<file path="config.mk">
export PLATFORM = sky130hd
export DESIGN_NAME = id_ex_stage
export DESIGN_NICKNAME = d
export VERILOG_FILES = /design/src/rtl/id_ex_stage.sv
export SDC_FILE = /design/constraint.sdc
export NUM_CORES = 1
export LEC_CHECK = 0
export CAP_MARGIN = 20
export CORE_AREA = 5 5 138 140
export CTS_CLUSTER_DIAMETER = 200
export DETAILED_ROUTE_END_ITERATION = 12
export DIE_AREA = 0 0 143 145
export GPL_TIMING_DRIVEN = 0
export PLACE_DENSITY_LB_ADDON = 0.08
export SETUP_SLACK_MARGIN = 0.2
export SYNTH_ARGS = -nofsm -noshare
export SYNTH_HDL_FRONTEND = slang
export SYNTH_SLANG_ARGS = --single-unit
export TNS_END_PERCENT = 10
</file>
<file path="constraint.sdc">
create_clock -name clk -period 3.05 [get_ports clk]
set_input_delay 0.61 -clock clk [delete_from_list [all_inputs] [get_ports clk]]
set_output_delay 0.61 -clock clk [all_outputs]
set_load 0.02 [all_outputs]
</file>
<file path="src/rtl/id_ex_stage.sv">
// ID/EX pipeline register: captures operands and decoded fields, inserts load-use bubbles, handles flush/stall.
// Latency 1 cycle; ex_stall freezes all ex_* state and raises id_hold; flush overrides stall. Optional WB_BYPASS_EN.
module id_ex_stage #(
  parameter int                CTRL_W   = 16,
  parameter logic [CTRL_W-1:0] NOP_CTRL = 16'h0000
) (
  input  logic              clk,
  input  logic              rst,
  input  logic              id_valid,
  input  logic [31:0]       id_pc,
  input  logic [31:0]       id_imm,
  input  logic [4:0]        id_rs1,
  input  logic [4:0]        id_rs2,
  input  logic [4:0]        id_rd,
  input  logic [CTRL_W-1:0] id_ctrl,
  input  logic              id_mem_rd,
  input  logic [31:0]       d1_temp,
  input  logic [31:0]       d2_temp,
  input  logic [31:0]       wb_din,
  input  logic [4:0]        wb_rd,
  input  logic              wb_reg_wrt,
  input  logic              flush,
  input  logic              ex_stall,
  output logic              id_hold,
  output logic              ex_valid,
  output logic [31:0]       ex_pc,
  output logic [31:0]       ex_imm,
  output logic [31:0]       ex_rs1_data,
  output logic [31:0]       ex_rs2_data,
  output logic [4:0]        ex_rs1,
  output logic [4:0]        ex_rs2,
  output logic [4:0]        ex_rd,
  output logic [CTRL_W-1:0] ex_ctrl,
  output logic              ex_mem_rd
);

  logic        load_use;
  logic [31:0] rs1_op;
  logic [31:0] rs2_op;

  assign load_use = ex_valid & ex_mem_rd & (ex_rd != 5'd0) & id_valid &
                    ((ex_rd == id_rs1) | (ex_rd == id_rs2));

  // Gated with rst so a stall request cannot leak out while the stage is held in reset.
  assign id_hold = rst & (load_use | ex_stall) & ~flush;

`ifdef WB_BYPASS_EN
  // The register file only reflects this cycle's write after the edge, so forward it here.
  always_comb begin
    rs1_op = d1_temp;
    rs2_op = d2_temp;
    if (wb_reg_wrt && (wb_rd == id_rs1)) rs1_op = wb_din;
    if (wb_reg_wrt && (wb_rd == id_rs2)) rs2_op = wb_din;
    if (id_rs1 == 5'd0) rs1_op = 32'd0;
    if (id_rs2 == 5'd0) rs2_op = 32'd0;
  end
`else
  always_comb begin
    rs1_op = (id_rs1 == 5'd0) ? 32'd0 : d1_temp;
    rs2_op = (id_rs2 == 5'd0) ? 32'd0 : d2_temp;
  end
`endif

  always_ff @(posedge clk or negedge rst) begin
    if (!rst) begin
      ex_valid    <= 1'b0;
      ex_pc       <= 32'd0;
      ex_imm      <= 32'd0;
      ex_rs1_data <= 32'd0;
      ex_rs2_data <= 32'd0;
      ex_rs1      <= 5'd0;
      ex_rs2      <= 5'd0;
      ex_rd       <= 5'd0;
      ex_ctrl     <= NOP_CTRL;
      ex_mem_rd   <= 1'b0;
    end else if (flush || (!ex_stall && load_use)) begin
      ex_valid    <= 1'b0;
      ex_pc       <= 32'd0;
      ex_imm      <= 32'd0;
      ex_rs1_data <= 32'd0;
      ex_rs2_data <= 32'd0;
      ex_rs1      <= 5'd0;
      ex_rs2      <= 5'd0;
      ex_rd       <= 5'd0;
      ex_ctrl     <= NOP_CTRL;
      ex_mem_rd   <= 1'b0;
    end else if (!ex_stall) begin
      ex_valid    <= id_valid;
      ex_pc       <= id_pc;
      ex_imm      <= id_imm;
      ex_rs1_data <= rs1_op;
      ex_rs2_data <= rs2_op;
      ex_rs1      <= id_rs1;
      ex_rs2      <= id_rs2;
      ex_rd       <= id_rd;
      ex_ctrl     <= id_ctrl;
      ex_mem_rd   <= id_mem_rd;
    end
  end

endmodule

</file>
==> results of run 1 <==
-- kinds of logic (layout without fill, tap and decap cells) --
logic type / count (synthesis) / count (layout) / share of synthesized area (%)
buffers and inverters: 71 / 432 / 5.62
and+or+nand+nor: 163 / 163 / 11.1
DFF: 161 / 161 / 62.0
AOI/OAI and AO/OA: 164 / 164 / 19.9
xor gates and xnor gates: 10 / 10 / 1.35
-- per-stage QoR --
stage	hold WS (ns)	area [sq um]
global placement	0.459	10000
floorplan	0.314	6500
detailed placement	0.459	10100
global route	0.167	10700
CTS	0.149	10700
finish	0.125	10700
-- layer usage --
layer | part of all wire, % | track usage, % | wire length (microns)
met4 | 2.2 | 7.41 | 503
met3 | 8.8 | 7.04 | 2030
met1 | 39 | 26.7 | 9060
met5 | 0 | 0 | 0
met2 | 50 | 37.0 | 11400
-- synthesized netlist by cell type (2+ instances only) --
library cell and n:
a32o_1 81, buf_8 8, clkbuf_1 50, dfrtp_1 161, inv_1 11, nand2_1 85, nand3_1 65, nor2_1 3
nor3_1 4, nor3b_1 2, o21ai_0 54, o21ai_1 9, o22ai_1 6, o41ai_1 10, xor2_1 10
-- final timing paths --
path	startpoint	endpoint	slack, ns
max in group asynchronous	rst	ex_imm[25]	2.07
min in group clk	ex_rs2[3]	ex_rs2[3]	0.47
hold / removal	rst	ex_pc[17]	0.13
setup / recovery	id_rs2[0]	id_hold	0.20
setup reg to reg	ex_rd[1]	ex_imm[24]	1.00
hold reg to reg	ex_rs2[3]	ex_rs2[3]	0.47
-- state kept, by name (all words and copies together), names as in the netlist --
register / count
ex_valid: 1
ex_pc: 32
ex_rd: 5
ex_rs1_data: 32
ex_mem_rd: 1
ex_imm: 32
ex_rs2: 5
ex_rs2_data: 32
ex_rs1: 5
ex_ctrl: 16
-- layout make-up --
type,instances,share of cell area [%]
repair buffers,330,31.0
multi-input cells,337,20.0
inverters,11,0.387
flip-flops and latches,161,37.8
well taps,229,2.68
clock buffers,21,4.22
clock inverters,10,0.832
plain buffers,60,3.14
-- critical path, stage by stage --
cell	delay, ns
clkdlybuf4s50_1	0.48
xor2_1	0.18
nor3_1	0.24
a22oi_2	0.13
nor2_4	0.12
clkbuf_8	0.17
o211a_1	0.14
buf_2	0.17
-- power by group --
group / internal (mW) / total (mW) / switching (mW)
registers: 2.26 / 2.33 / 0.0735
clock network: 1.13 / 1.97 / 0.835
logic: 0.489 / 0.934 / 0.445
total: 3.88 / 5.23 / 1.35
-- timing repair --
item	CTS	global route
buffers inserted	3	0
endpoints found under the setup margin	1	56
gates cloned	0	0
gates resized for setup	16	2
pin swaps	5	0
==> summary.txt, run 1 <==
Outcome
  • Status: finished, final reports clean

Layout
  • Area of the multi-input gates: 0.00213 sq mm
  • Antenna diode count: 0
  • Fillers: about 1400
  • Non-Filler Instances: around 1200
  • Final core occ: between 60% and 70%
  • Area Growth Syn to Fin: 64.3%
  • Most common cell after layout, fill and taps aside: clkdlybuf4s50_1
  • Share of cells above drive strength 1: under 10%
  • Commonest cells after routing, fill and taps aside: clkdlybuf4s50_1 (321), dfrtp_1 (159), nand2_1 (85)
  • Nets: 1121
  • Register Area: 0.00403 sq mm

Timing
  • RSZ-0062 raised after global routing: yes
  • Post-route setup slack: 0.197 ns
  • Fin. max-slew vios: 0
  • Tcrit/Tclk final: between 90% and 100%
  • Slew @ Worst Pin: approximately 0.74 ns
  • Final Hold Vio Count: 0
  • Setup TNS: 0 ns
  • Relative slew slack: 50.7%
  • Final setup viols: 0
  • Clock skew: between 0.01 and 0.015 ns
  • Min Tclk post-route: between 2 and 3 ns
  • Peak Freq: ~350 MHz

Synth
  • Post-synthesis net count: between 700 and 800
  • Post-synth top area cell: dfrtp_1
  • Cells after Synth: between 500 and 600
  • Post-synth EDFFs: 0
  • Synth top area share: between 60 and 70%
  • Mapped cell area: about 0.0065 sq mm
  • Avg Cell Area, Syn: approximately 11 sq um
  • Synth warn: 0
  • Sequential share of the synthesized area: roughly 62%
  • Post-synth top flop: dfrtp_1
  • Synthesis-stage register bit count: between 150 and 200
  • Ys async rst share: 100%
  • Synth top area cells: dfrtp_1 (62%), a32o_1 (12%), nand3_1 (5.0%)
  • Synth unique cells: 25

Clock tree
  • Clock Path Buffers: 2
  • CTS Buf Count: 17
  • Clock latency on the worst-skew pair: around 0.42 ns
  • H-tree level count: 4
  • TritonCTS clock tree: done
  • Root Buffer: clkbuf_16
  • Hold Buf Count CTS: 0
  • Clk sinks: between 150 and 200
  • CTS clk-pin slew, worst paths: about 0.060 ns

Placed design
  • PortBufs: ~330
  • HPWL Detailed: about 17000 microns
  • Dpl cells: between 1000 and 1500
  • Gpl congestion: between 0.8 and 0.9
  • Placement Setup Slack: -0.871 ns

Detailed routing
  • Wire per inst: between 15 and 20 microns
  • Vias per cell: around 5.2
  • Routed WL: between 20000 and 25000 microns
  • Via count: between 6000 and 7000
  • Antenna Nets Post-Route: 0
  • Drt first pass iters: 5
  • Final routed DRC violation total: 0
  • First DRT Iteration DRCs: 226

Critical path
  • Cells on worst reg2reg path: 8
  • Nature of the critical path endpoint: output pin
  • Critical path required time: 2.44 ns
  • Worst-path maximum fanout: 10
  • Crit Path Class: primary input to output pin
  • Worst Path Arrival: between 2 and 2.5 ns
  • Critical Path Start Type: primary input

Floorplanning
  • Std-Cell Rows: 49
  • Die Y: approximately 150 microns
  • Die area: slightly above 0.02 sq mm
  • Chip width: 143 microns
  • Core ar.: ~0.018 sq mm
  • Ports: between 300 and 400
  • Starting Density: 36.7%

Power
  • Peak VDD IR: between 0.3 and 0.4 mV
  • Power Total: roughly 5.2 mW
  • Static Leakage: roughly 4.4 nW
  • Pwr dens: around 490 mW/mm^2

Min path
  • Worst hold path type: primary input to asynchronous set/reset pin

Global route
  • Initial antenna violation count: 0
  • Overall Global Routing Usage: approximately 22%
  • Vias in the first global route: roughly 6300
  • Gr ovfl total: 0
  • First-pass GRT wire length: 35800 microns
  • Largest net degree at the start of global routing: between 90 and 100

Run
  • Max_cap viols: 0
Note: power is estimated with default switching activity, not from simulation.
==> run 2: changes to the inputs <==
- CAP_MARGIN: 20 -> 10
- REMOVE_ABC_BUFFERS: default -> 1
==> summary.txt, run 2 (synthesized netlist as in run 1, its figures left out) <==
Clock tree
  • Clock latency on the worst-skew pair: 0.42 ns (about the same)
  • H-tree level count: 4 (unchanged)
  • Clk sinks: 161 (unchanged)
  • TritonCTS clock tree: done
  • CTS clk-pin slew, worst paths: 0.06 ns (about the same)
  • Clock Path Buffers: 2 (unchanged)
  • Root Buffer: clkbuf_16
  • Hold Buf Count CTS: 0 (unchanged)
  • CTS Buf Count: 17 (unchanged)

Global route
  • Largest net degree at the start of global routing: 92 (-2.1%)
  • Gr busiest metal: met2
  • Initial antenna violation count: 1 (+1)
  • Met2 global-route usage: 35.0% (-2.0 points)
  • Grt met3 use: 8.65% (+1.6 points)
  • Overall Global Routing Usage: 21.1% (-0.98 points)
  • Gr ovfl total: 0 (unchanged)
  • Met1 GRT Util: 24.9% (-1.9 points)
  • Vias in the first global route: 6210 (-2.1%)
  • First-pass GRT wire length: 34500 microns (-3.6%)

Layout
  • Area Growth Syn to Fin: 63.4%
  • Commonest cells after routing, fill and taps aside: clkdlybuf4s50_1 (320), dfrtp_1 (159), nand2_1 (85)
  • Final core occ: 59.9% (-0.32 points)
  • Share of cells above drive strength 1: 6.80% (+0.99 points)
  • Most common cell after layout, fill and taps aside: clkdlybuf4s50_1
  • Non-Filler Instances: 1113 (-4.0%)
  • Nets: 1073 (-4.3%)
  • Area of the multi-input gates: 0.00216 sq mm (+1.6%)
  • Final instance area: 0.0106 sq mm (-0.54%)
  • Fillers: 1473 (+3.6%)
  • Register Area: 0.00403 sq mm (unchanged)

Floorplanning
  • Chip width: 143 microns (unchanged)
  • Die Y: 145 microns (unchanged)
  • Ports: 365 (unchanged)
  • Core ar.: 0.0177 sq mm (unchanged)
  • Std-Cell Rows: 49 (unchanged)
  • Die area: 0.0207 sq mm (unchanged)
  • Starting Density: 36.7% (unchanged)

Timing
  • Tcrit/Tclk final: 89.6% (-3.9 points)
  • Final setup viols: 0 (unchanged)
  • Relative slew slack: 32.7% (-18 points)
  • Peak Freq: 366 MHz (+4.4%)
  • Setup TNS: 0 ns (unchanged)
  • Slew @ Worst Pin: 1.01 ns (+0.268 ns)
  • Post-route setup slack: 0.317 ns (+0.119 ns)
  • Final Hold Vio Count: 0 (unchanged)
  • RSZ-0062 raised after global routing: no
  • Min Tclk post-route: 2.73 ns (-0.119 ns)
  • Clock skew: 0.0113 ns (+0.000834 ns)
  • Fin. max-slew vios: 0 (unchanged)

Placed design
  • Placement Setup Slack: -0.808 ns (+0.0627 ns)
  • Placed inst area: 0.00995 sq mm (-1.3%)
  • PortBufs: 326 (unchanged)
  • Dpl cells: 1073 (-4.6%)
  • Gpl congestion: 0.856 (-0.99%)
  • HPWL Detailed: 15500 microns (-11%)

Critical path
  • Worst Path Arrival: 2.12 ns (-0.12 ns)
  • Critical path required time: 2.44 ns (about the same)
  • Critical Path Start Type: primary input
  • Crit Path Class: primary input to output pin
  • Nature of the critical path endpoint: output pin
  • Worst-path maximum fanout: 3 (-7)

Detailed routing
  • Vias per cell: 5.29 (+2.2%)
  • Antenna Nets Post-Route: 0 (unchanged)
  • First DRT Iteration DRCs: 282 (+25%)
  • Wire per inst: 19.9 microns (+0.54%)
  • Via count: 5891 (-1.9%)
  • Routed WL: 22200 microns (-3.5%)
  • Final routed DRC violation total: 0 (unchanged)
  • Drt first pass iters: 4 (-1)

Power
  • Seq pwr share: 43.7% (-0.8 points)
  • Pwr dens: 502 mW/mm^2 (+2.4%)
  • Sw Ratio: 25.8% (-0.069 points)
  • Static Leakage: 4.39 nW (about the same)
  • Power share of the clock group: 38.6% (+1.0 points)
  • Pint: 3.95 mW (+1.9%)
  • Peak VDD IR: 0.354 mV (-7.8%)
  • Gate power share: 17.7% (-0.2 points)
  • Switching pwr: 1.37 mW (+1.5%)

Outcome
  • Status: finished, final reports clean

Run
  • Max_cap viols: 0 (unchanged)

Min path
  • Worst hold path type: primary input to asynchronous set/reset pin
==> run 2: worst max-delay path: stages <==
cell             delay (ns)
clkdlybuf4s50_1        0.51
xor2_1                 0.21
nor3_2                 0.07
a22oi_2                0.30
nor2_4                 0.06
o211a_1                0.21
buf_2                  0.16
==> run 2: what timing repair did <==
item | 4_1_cts | 5_1_grt
pin swaps | 2 | 5
gates resized for setup | 5 | 8
buffers inserted | 2 | 2
endpoints found under the setup margin | 7 | 44
gates cloned | 1 | 1
==> run 2: cell type report <==
class                           instances  share of cell area, %
Antenna cell                            1                 0.0236
Clock buffer                           22                   4.47
Clock inverter                         10                  0.955
Inverter                               11                  0.389
Multi-Input combinational cell        339                   20.4
Sequential cell                       161                   38.0
Tap cell                              229                   2.70
Timing Repair Buffer                  340                   33.1
==> run 2: routing by layer <==
metal / up-vias / share of wire, %
li1: 2703 / -
met1: 2885 / 38
met2: 270 / 49
met3: 33 / 11
met4: 0 / 2.2
met5: - / 0
==> run 2: worst paths after layout <==
kind                            slack [ns]     endpoint  cells after the start       from
worst max-delay path                  0.32      id_hold                      7  id_rs1[3]
worst min-delay path                  0.15  ex_ctrl[12]                      1        rst
worst max register to register        0.36   ex_imm[27]                      6   ex_rd[1]
worst min register to register        0.47    ex_rs2[3]                      2  ex_rs2[3]
max in group asynchronous             2.02   ex_ctrl[4]                      2        rst
min in group clk                      0.47    ex_rs2[3]                      2  ex_rs2[3]
==> run 2: per-stage QoR <==
step,power [mW],hold WS [ns]
global route,5.56,0.183
global placement,3.29,0.461
finish,5.33,0.149
floorplan,2.70,0.314
detailed placement,3.31,0.463
CTS,5.38,0.161
==> run 2: power groups by stage <==
stage	sequential, mW	combinational (mW)	clock, mW
final	2.33	0.942	2.06
after CTS	2.33	0.949	2.10
after detailed placement	2.37	0.941	0
after global routing	2.34	1.00	2.22
after floorplan	2.51	0.185	0
after global placement	2.36	0.923	0
==> run 3: changes to the inputs <==
- CTS_CLUSTER_SIZE: default -> 16
- MAX_ROUTING_LAYER: default -> met4
==> summary.txt, run 3 (synthesized netlist as in run 1, its figures left out) <==
Outcome
  • Status: finished, final reports clean

Detailed routing
  • Routed WL: 22200 microns (+0.23%)
  • Via count: 5894 (+0.051%)
  • Drt first pass iters: 4 (unchanged)
  • First DRT Iteration DRCs: 323 (+15%)
  • Antenna Nets Post-Route: 0 (unchanged)
  • Vias per cell: 5.30 (about the same)
  • Final routed DRC violation total: 0 (unchanged)
  • Wire per inst: 20.0 microns (+0.23%)

Global route
  • Vias in the first global route: 6221 (+0.18%)
  • Gr ovfl total: 0 (unchanged)
  • Largest net degree at the start of global routing: 92 (unchanged)
  • Initial antenna violation count: 1 (unchanged)
  • First-pass GRT wire length: 34400 microns (-0.24%)
  • Overall Global Routing Usage: 21.8% (+0.69 points)

Clock tree
  • Root Buffer: clkbuf_16
  • Clock latency on the worst-skew pair: 0.42 ns (about the same)
  • Hold Buf Count CTS: 0 (unchanged)
  • CTS clk-pin slew, worst paths: 0.06 ns (about the same)
  • CTS Buf Count: 17 (unchanged)
  • Clk sinks: 161 (unchanged)
  • TritonCTS clock tree: done
  • Clock Path Buffers: 2 (unchanged)
  • H-tree level count: 4 (unchanged)

Timing
  • Tcrit/Tclk final: 89.8% (+0.14 points)
  • Final setup viols: 0 (unchanged)
  • Slew @ Worst Pin: 1.06 ns (+0.0499 ns)
  • Peak Freq: 365 MHz (-0.16%)
  • Fin. max-slew vios: 0 (unchanged)
  • RSZ-0062 raised after global routing: no
  • Min Tclk post-route: 2.74 ns (+0.00426 ns)
  • Post-route setup slack: 0.313 ns (-0.00426 ns)
  • Relative slew slack: 29.4% (-3.3 points)
  • Hold slack: 0.145 ns (-0.00438 ns)
  • Final Hold Vio Count: 0 (unchanged)
  • Clock skew: 0.0107 ns (-0.000541 ns)

Floorplanning
  • Starting Density: 36.7% (unchanged)
  • Chip width: 143 microns (unchanged)
  • Std-Cell Rows: 49 (unchanged)
  • Die Y: 145 microns (unchanged)
  • Core ar.: 0.0177 sq mm (unchanged)
  • Ports: 365 (unchanged)
  • Die area: 0.0207 sq mm (unchanged)

Min path
  • Worst hold path type: primary input to asynchronous set/reset pin

Critical path
  • Critical path required time: 2.44 ns (about the same)
  • Critical Path Start Type: primary input
  • Crit Path Class: primary input to output pin
  • Setup crit start: id_rs1[3]
  • R2R Setup Slk: 0.36 ns (about the same)
  • Nature of the critical path endpoint: output pin
  • Worst Path Arrival: 2.13 ns (about the same)
  • Cells on worst reg2reg path: 6 (unchanged)
  • Reg-to-reg startpoint: ex_rd[1]
  • Worst-path maximum fanout: 3 (unchanged)

Layout
  • Area Growth Syn to Fin: 63.4% (unchanged)
  • Nets: 1073 (unchanged)
  • Most common cell after layout, fill and taps aside: clkdlybuf4s50_1
  • Final instance area: 0.0106 sq mm (unchanged)
  • Commonest cells after routing, fill and taps aside: clkdlybuf4s50_1 (320), dfrtp_1 (159), nand2_1 (85)
  • Fillers: 1473 (unchanged)
  • Non-Filler Instances: 1113 (unchanged)
  • Share of cells above drive strength 1: 6.80% (unchanged)

Power
  • Static Leakage: 4.39 nW (unchanged)
  • Switching pwr: 1.37 mW (about the same)
  • Power Total: 5.33 mW (about the same)
  • Gate power share: 17.7% (about the same)
  • Pint: 3.95 mW (about the same)
  • Peak VDD IR: 0.355 mV (+0.13%)
  • Power share of the clock group: 38.6% (about the same)
  • Seq pwr share: 43.7% (about the same)
  • Pwr dens: 502 mW/mm^2 (about the same)
  • Sw Ratio: 25.8% (about the same)

Placed design
  • Placement Setup Slack: -0.808 ns (unchanged)
  • PortBufs: 326 (unchanged)
  • Gpl congestion: 0.870 (+1.6%)
  • Placed inst area: 0.00995 sq mm (unchanged)
  • Dpl cells: 1073 (unchanged)
  • HPWL Detailed: 15500 microns (unchanged)

Run
  • Max_cap viols: 0 (unchanged)
run 3: cell counts in the layout (fill, tap and decap cells not counted):
No cell type changed its count.
run 3: routing by layer:
layer / vias to the layer above / GRT usage (%) / routed length, microns
li1: 2699 / - / -
met1: 2900 / 25.9 / 8790
met2: 266 / 35.0 / 10800
met3: 29 / 7.24 / 2130
met4: 0 / 6.70 / 461
met5: - / - / 0
run 3: through the flow:
| stage | util [%] | TNS [ns] |
|---|---|---|
| finish | 59.9 | 0 |
| global route | 59.9 | 0 |
| CTS | 59.6 | 0 |
| detailed placement | 56.2 | -8.42 |
| global placement | 54.9 | -1913.82 |
| floorplan | - | -467.46 |
run 3: critical path, stage by stage:
cell and delay [ns]:
clkdlybuf4s50_1 0.51, xor2_1 0.22, nor3_2 0.07, a22oi_2 0.30, nor2_4 0.06, o211a_1 0.21
buf_2 0.16
run 3: final timing paths:
kind / end
max in group asynchronous: ex_ctrl[4]
min in group clk: ex_rs2[3]
max reg2reg: ex_imm[13]
max: id_hold
min reg2reg: ex_rs2[3]
min: ex_ctrl[12]
run 3: power by group through the flow:
stage / Combinational [mW] / Sequential, mW / Clock, mW
5_1_grt: 1.00 / 2.34 / 2.22
4_1_cts: 0.949 / 2.33 / 2.10
3_3_place_gp: 0.923 / 2.36 / 0
2_1_floorplan: 0.185 / 2.51 / 0
3_5_place_dp: 0.941 / 2.37 / 0
6_report: 0.943 / 2.33 / 2.06
run 3: cell type report:
cell class                 instances  area (sq um)  area share (%)
tap                              229           287            2.70
multi-input combinational        339          2160            20.4
antenna                            1          2.50          0.0236
timing repair buffer             340          3510            33.1
clock buffer                      22           474            4.47
inverter                          11          41.3           0.389
clock inverter                    10           101           0.955
sequential                       161          4030            38.0
run 3: what timing repair did:
item                       in CTS  in global routing
gates resized for setup         5                  8
buffers inserted                2                  2
cloned                          1                  1
hold endpoints to repair        0                  0
pin swaps                       2                  5
setup endpoints to repair       7                 44
